$ cat src/rtl/puck_engine.sv
// puck_engine: puck stepping, wall/paddle bounces, scoring and game FSM for the 8x8 air-hockey matrix.
// Optional feature macro PUCK_SPEEDUP_EN: every 4th consecutive paddle hit halves the step period.
module puck_engine #(
  parameter int unsigned TICK_DIV    = 25_000_000,
  parameter int unsigned POINT_TICKS = 2,
  parameter int unsigned MAX_SCORE   = 9
) (
  input  logic       clk,
  input  logic       reset,
  input  logic [7:0] leftpos,
  input  logic [7:0] rightpos,
  input  logic       serve,
  output logic [7:0] puck_row,
  output logic [7:0] puck_col,
  output logic [3:0] left_score,
  output logic [3:0] right_score,
  output logic       game_over
);

  localparam logic [1:0] S_SERVE = 2'd0;
  localparam logic [1:0] S_PLAY  = 2'd1;
  localparam logic [1:0] S_POINT = 2'd2;
  localparam logic [1:0] S_OVER  = 2'd3;

  localparam int unsigned CNT_W = $clog2(TICK_DIV);
  localparam int unsigned PT_W  = (POINT_TICKS > 1) ? $clog2(POINT_TICKS) : 1;
  localparam logic [3:0]  MAX_S = 4'(MAX_SCORE);

  function automatic logic [3:0] sat_inc(input logic [3:0] s);
    return (s >= MAX_S) ? s : s + 4'd1;
  endfunction

  logic [1:0]       state;
  logic [2:0]       row_q, col_q;
  logic             dx_right, dy_up;
  logic [CNT_W-1:0] cnt;
  logic [CNT_W-1:0] period_m1;
  logic [PT_W-1:0]  pcnt;
  logic             tick;

  logic [2:0] nrow, ncol;
  logic       ndx, ndy;
  logic       miss_r, miss_l;
  logic       left_scored;

`ifdef PUCK_SPEEDUP_EN
  logic [1:0] hits;
  logic [1:0] shift;
  logic       hit;

  assign period_m1 = CNT_W'((TICK_DIV >> shift) - 1);
  assign hit = (dx_right && col_q == 3'd6 && rightpos[row_q]) ||
               (!dx_right && col_q == 3'd1 && leftpos[row_q]);

  // Hit streak only ever grows within a rally; a point ends the rally and restores the base period.
  always_ff @(posedge clk) begin
    if (!reset) begin
      hits  <= 2'd0;
      shift <= 2'd0;
    end else if (state == S_PLAY && tick) begin
      if (miss_r || miss_l) begin
        hits  <= 2'd0;
        shift <= 2'd0;
      end else if (hit) begin
        hits <= hits + 2'd1;
        if (hits == 2'd3 && shift != 2'd2)
          shift <= shift + 2'd1;
      end
    end
  end
`else
  assign period_m1 = CNT_W'(TICK_DIV - 1);
`endif

  assign tick        = (cnt >= period_m1);
  assign left_scored = (col_q == 3'd7);
  assign puck_row    = 8'b1 << row_q;
  assign puck_col    = 8'b1 << col_q;

  // Next position from the pre-step position; paddle lookup uses the pre-step row.
  always_comb begin
    nrow   = row_q;
    ndy    = dy_up;
    ncol   = col_q;
    ndx    = dx_right;
    miss_r = 1'b0;
    miss_l = 1'b0;
    if (dy_up) begin
      if (row_q == 3'd7) begin
        ndy  = 1'b0;
        nrow = 3'd6;
      end else begin
        nrow = row_q + 3'd1;
      end
    end else begin
      if (row_q == 3'd0) begin
        ndy  = 1'b1;
        nrow = 3'd1;
      end else begin
        nrow = row_q - 3'd1;
      end
    end
    if (dx_right) begin
      if (col_q == 3'd6) begin
        if (rightpos[row_q]) begin
          ndx  = 1'b0;
          ncol = 3'd5;
        end else begin
          ncol   = 3'd7;
          miss_r = 1'b1;
        end
      end else begin
        ncol = col_q + 3'd1;
      end
    end else begin
      if (col_q == 3'd1) begin
        if (leftpos[row_q]) begin
          ndx  = 1'b1;
          ncol = 3'd2;
        end else begin
          ncol   = 3'd0;
          miss_l = 1'b1;
        end
      end else begin
        ncol = col_q - 3'd1;
      end
    end
  end

  always_ff @(posedge clk) begin
    if (!reset) begin
      state       <= S_SERVE;
      row_q       <= 3'd4;
      col_q       <= 3'd3;
      dx_right    <= 1'b1;
      dy_up       <= 1'b1;
      left_score  <= 4'd0;
      right_score <= 4'd0;
      game_over   <= 1'b0;
      cnt         <= '0;
      pcnt        <= '0;
    end else begin
      cnt <= tick ? '0 : cnt + CNT_W'(1);
      case (state)
        S_SERVE: begin
          if (serve) begin
            state <= S_PLAY;
            cnt   <= '0;
          end
        end
        S_PLAY: begin
          if (tick) begin
            row_q    <= nrow;
            col_q    <= ncol;
            dx_right <= ndx;
            dy_up    <= ndy;
            if (miss_r) left_score <= sat_inc(left_score);
            if (miss_l) right_score <= sat_inc(right_score);
            if (miss_r || miss_l) begin
              state <= S_POINT;
              pcnt  <= '0;
            end
          end
        end
        S_POINT: begin
          if (tick) begin
            if (pcnt == PT_W'(POINT_TICKS - 1)) begin
              if ((left_scored ? left_score : right_score) == MAX_S) begin
                state     <= S_OVER;
                game_over <= 1'b1;
              end else begin
                state    <= S_SERVE;
                row_q    <= 3'd4;
                col_q    <= 3'd3;
                dx_right <= left_scored;
              end
            end else begin
              pcnt <= pcnt + PT_W'(1);
            end
          end
        end
        default: ;
      endcase
    end
  end

endmodule

$ cat config.mk
export PLATFORM = sky130hd
export DESIGN_NAME = puck_engine
export DESIGN_NICKNAME = d
export VERILOG_FILES = /design/src/rtl/puck_engine.sv
export SDC_FILE = /design/constraint.sdc
export NUM_CORES = 1
export LEC_CHECK = 0
export CAP_MARGIN = 20
export CORE_MARGIN = 1
export CORE_UTILIZATION = 49
export DETAILED_ROUTE_END_ITERATION = 8
export GPL_TIMING_DRIVEN = 1
export PLACE_DENSITY = 0.79
export SLEW_MARGIN = 20
export SYNTH_ARGS = -nofsm -noshare
export SYNTH_HDL_FRONTEND = slang
export SYNTH_SLANG_ARGS = --single-unit
$ cat constraint.sdc
create_clock -name clk -period 2.2 [get_ports clk]
set_clock_uncertainty 0.05 [all_clocks]
set_input_delay 0.33 -clock clk [delete_from_list [all_inputs] [get_ports clk]]
set_output_delay 0.33 -clock clk [all_outputs]
set_load 0.01 [all_outputs]
Yosys cells after proc, flatten, opt, wreduce, memory -nomap -nowiden
Cells that the tools add are included.
{ "word_totals": {"ff_bits": 45, "input_bits": 19, "output_inout_bits": 25, "word_cells": 107} }
{ "op_classes": {"addsub": 8, "magnitude_cmp": 4, "n_eq_ne": 13, "shifts": 2, "muxes": 56, "bitwise_logic": 2, "reduce_logical": 12} }
{ "op_table": {"columns": ["op", "count"], "rows": [
  ["$mux 25", 3],
  ["$mux 3", 14],
  ["$add 25x1->25 const B", 1],
  ["$ge 25x25->1 const B", 1],
  ["$mux 1", 23],
  ["$mux 2", 8],
  ["$reduce_and 4->1", 4],
  ["$shl 1x3->8 const A", 2],
  ["$ne 2x2->1 const B", 6],
  ["$pmux 3 s2", 2],
  ["$eq 3x3->1 const B", 3],
  ["$add 4x1->4 const B", 2],
  ["$ge 4x4->1 const B", 2],
  ["$add 3x1->3 const B", 2],
  ["$bmux 1 s3", 2],
  ["$pmux 2 s3", 1],
  ["$reduce_and 6->1", 1],
  ["$sub 3x1->3 const B", 2],
  ["$reduce_and 5->1", 1],
  ["$eq 4x4->1 const B", 1],
  ["$lt 3x4->1 const B", 1],
  ["$mux 4", 1],
  ["$pmux 1 s2", 2],
  ["$eq 3x1->1 const B", 1],
  ["10 further kinds", 11]
]} }

Longest topological paths before layout
{ "depth": {"ltp_word": 9, "mapped_depth": 9, "depth_no_buf": 8} }

Worst setup path before layout
No wires, ideal clock.
{ "synth_path": {"path_kind": "reg-to-reg", "start": "register row_q[0]", "end": "register col_q[1]", "setup_time_ns": 0.096, "arrival_ns": 1.939, "t_required_ns": 2.054, "path_slack_ns": 0.115, "stages_incl_launch_ff": 8, "path_buffers": 1, "synth_period_minus_slack_ns": 2.085, "cell_sequence": "dfxtp_1 -> buf_6 -> mux4_2 -> and2_4 -> o32a_1 -> o21bai_1 -> o311a_1 -> o311ai_1"} }
{ "synth_via": {"elab_chain_len": 7, "word_cells_on_any_way": 11, "classes_between": "mux (11)"} }
{ "synth_rtl": {"columns": ["item", "line_no", "source"], "rows": [
  ["start: declaration", "34", "logic [2:0] row_q, col_q;"],
  ["start signal: assignment", "153", "row_q <= nrow;"],
  ["$bmux 1 s3 (on tied branches)", "117, 105", null],
  ["$mux 1 (on tied branches)", "117, 105", null],
  ["$mux 2 (on tied branches)", "117, 105", null],
  ["$mux 3 (on tied branches)", "116, 104", null],
  ["$mux 3 *", "103", "if (dx_right) begin"],
  ["$mux 3 *", "152", "if (tick) begin"],
  ["$pmux 3 s2 *", "144", "case (state)"],
  ["end signal: assignment", "154", "col_q <= ncol;"],
  ["end: declaration", "34", null]
]} }
Every way passes the cells marked *; elsewhere a longest branch is shown, timed or not. The select of a mux whose other input is x is not followed.
A chain may end at the register's enable or synchronous reset.

Worst setup path in the final report
{ "layout_path": {"start": "register cnt[1]", "end": "register col_q[1]"} }
{ "layout_via": {"elab_chain_len": 3, "word_cells_on_any_way": 4, "classes_between": "order compare (1); eq/ne (2); reduce/logical (1)"} }
{ "layout_rtl": {"columns": ["item", "line_no", "source"], "rows": [
  ["start: declaration", "36", "logic [CNT_W-1:0] cnt;"],
  ["start signal: assignment", "143", "cnt <= tick ? '0 : cnt + CNT_W'(1);"],
  ["$ge 25x25->1 *", "75", "assign tick = (cnt >= period_m1);"],
  ["$ne 2x2->1 (no line)", null, null],
  ["$reduce_and 5->1 (no line) *", null, null]
]} }
Every way passes the cells marked *; elsewhere a longest branch is shown, timed or not.

==> key figures <==
Outcome
  – Status: completed

GRT
  – Largest net degree at the start of global routing: 26
  – First-pass GRT wire length: between 10000 and 15000 µm
  – Vias in the first global route: 2380
  – GRT Total Usage: between 20 and 25%
  – Remaining Overflow, GRT: 0
  – Initial antenna violation count: 0

Floorplan
  – Die ar.: 0.00604 mm²
  – Initial core utilization: between 50% and 60%
  – FP Rows: 27
  – Core Area: 0.00551 mm²
  – Die Height: 77.7 µm
  – Ports: 44
  – Die width: between 70 and 80 µm

Synthesis
  – Mapped Nets: 375
  – Top cells by area, synth: dfxtp_1 32%, ha_1 11%, nor2_1 5.2%
  – Most common cell in the synthesized netlist: dfxtp_1
  – Post-Syn Instances: 331
  – Synth Area per Inst: 8.49 µm²
  – Post-synth EDFFs: 0
  – Seq cells post-synth: 45
  – Cell taking the most area after synthesis: dfxtp_1
  – Sequential share of the synthesized area: between 30 and 40%
  – YS warnings: 0
  – Top cell type's share of synthesized area: 32.1%
  – Post-synth top cells: 45 x dfxtp_1, 39 x nor2_1, 25 x ha_1
  – Mapped cell area: roughly 0.0028 mm²
  – Main flop type after synthesis: dfxtp_1
  – Yosys cell types: 55
  – Synth async-reset ratio: 0%

Min path
  – Hold path depth: 2
  – WHS Endpoint: right_score[3]
  – Hold_sp: right_score[3]
  – Worst hold-check path type: register to register

Drt
  – Avg WL per Cell: 14.9 µm
  – Final ANT Viol Nets: 0
  – Post-DR vias/cell: 5.56
  – First-pass DRT Iterations: 4
  – Vias: approximately 2600
  – # DRC: 0
  – DRT iter0 DRCs: 115
  – Final wirelength: approximately 6900 µm

Final layout
  – Area delta synth->final: 32.1%
  – Antenna Cells: 0
  – NumNets Final: 436
  – Fill cells: 440
  – Share of layout cells above drive strength 1: 17.3%

Placed design
  – DP Wirelength: 4660 µm
  – Port-buffer cells: 43
  – Routability cong.: between 0.8 and 0.9

CTS
  – Worst-path clk slew: 0.09 ns
  – Max Root-Sink Buffers: 2
  – CTS tree: yes
  – Num CTS Buffers: 5
  – Cts hold-fix bufs: 0
  – CTS root buf: clkbuf_8
  – # clock sinks: 45
  – H-tree levels: 2
  – Clk_lat worst skew: 0.30 ns

STA
  – Minimum clock period: about 2.2 ns
  – Rel. slew slack: 61.5%
  – Final Cycle Share: 99.9%
  – Setup TNS Final: 0 ns
  – Final setup vio count: 0
  – Slew Limit Fails: 0
  – FMAX: 0.455 GHz
  – Final hold viol count: 0
  – Worst-Margin Slew: approximately 0.58 ns

Flow run
  – Total of max-cap violations: 0

Pwr
  – Static leakage: around 0.0015 µW
  – Max IR drop VDD: 723 µV
  – Pwr dens: between 400 and 500 mW/mm²
  – Total power: 1700 µW

Worst setup path
  – Crit path capture type: register
  – R2R cell count: 7
  – R2r endpoint: col_q[1]
  – Startpoint types: register
  – Worst EP arrival: roughly 2.3 ns
  – R2R Path Start: cnt[1]
  – Critical Path RT: 2.29 ns
  – R2R setup slack: roughly 0.0015 ns
  – WS Path Type: register to register
  – CP max FO: 5
[metrics by stage]
stage	cells	cell area, µm²	setup WS (ns)	hold slack [ns]	util [%]
2_1_floorplan	331	2810	0.115	0.391	-
3_3_place_gp	451	3420	-0.156	0.409	62.1
3_5_place_dp	451	3420	-0.186	0.420	62.1
4_1_cts	459	3550	-0.00602	0.438	64.5
5_1_grt	465	3710	-0.0915	0.473	67.4
6_report	465	3710	0.00146	0.430	67.4
[layout by cell type, fill, tap and decap left out, types with 11 or more instances in the layout]
cell type        instances
clkdlybuf4s50_1         41
nor2_1                  38
mux2i_1                 14
dfxtp_1                 40
ha_1                    20
buf_4                   17
xor2_1                  11
inv_1                   21
nand3_1                 22
nand2_1                 24
xnor2_1                 11
[layer usage]
layer | part of all wire [%] | track usage (%) | vias to the layer above
met4 | 1.3 | 6.60 | 0
met3 | 4.4 | 3.76 | 12
met1 | 43 | 25.5 | 1229
met2 | 51 | 38.7 | 63
li1 | - | - | 1282
met5 | 0 | 0 | -
[power by group]
part	total, µW	internal, µW	switching, µW
Combinational	238	110	127
Sequential	836	825	10.8
Clock	631	341	289
Total	1700	1280	428
[sequential cells by signal, indices dropped and copies added (netlist names), 2 cells and up]
signal / count
row_q: 3
state: 2
col_q: 3
left_score: 4
cnt: 25
right_score: 4
[cell families after synthesis]
logic type,Yosys count,share of synthesized area (%)
xor+xnor,22,6.86
buf+inv,33,4.94
flops,45,32.1
mux,15,5.79
fa+ha+maj,25,11.1
compound gates,52,13.8
simple gates,139,25.4
[worst max-delay path: stages, from the launching register on]
cell      delay [ns]
dfxtp_4         0.37
ha_2            0.20
nand2_1         0.09
nor2_2          0.18
a31oi_4         0.14
o41a_4          0.56
o21ai_0         0.27
o311ai_1        0.17
[what timing repair did]
item,in CTS,in global routing
cloned,0,1
pin swaps,0,3
endpoints found under the setup margin,9,20
buffers inserted,0,5
gates resized for setup,6,29
[final cells by class]
type,count,area [µm²],area share [%]
sequential,45,910,24.5
tap,72,90.1,2.43
clock inverter,2,38.8,1.05
timing repair buffer,64,619,16.7
inverter,22,82.6,2.23
multi-input combinational,254,1900,51.1
clock buffer,6,72.6,1.96
[how the worst max path moves through the flow]
stage	startpoint	to	slack [ns]	cells past startpoint
after floorplan	row_q[0]	col_q[1]	0.12	7
after global placement	rightpos[7]	state[0]	-0.16	8
after detailed placement	rightpos[3]	state[0]	-0.19	8
after CTS	row_q[0]	puck_row[7]	-0.006	4
after global routing	cnt[1]	col_q[1]	-0.09	7
final	cnt[1]	col_q[1]	0.001	7
(Power assumes the default switching activity.)
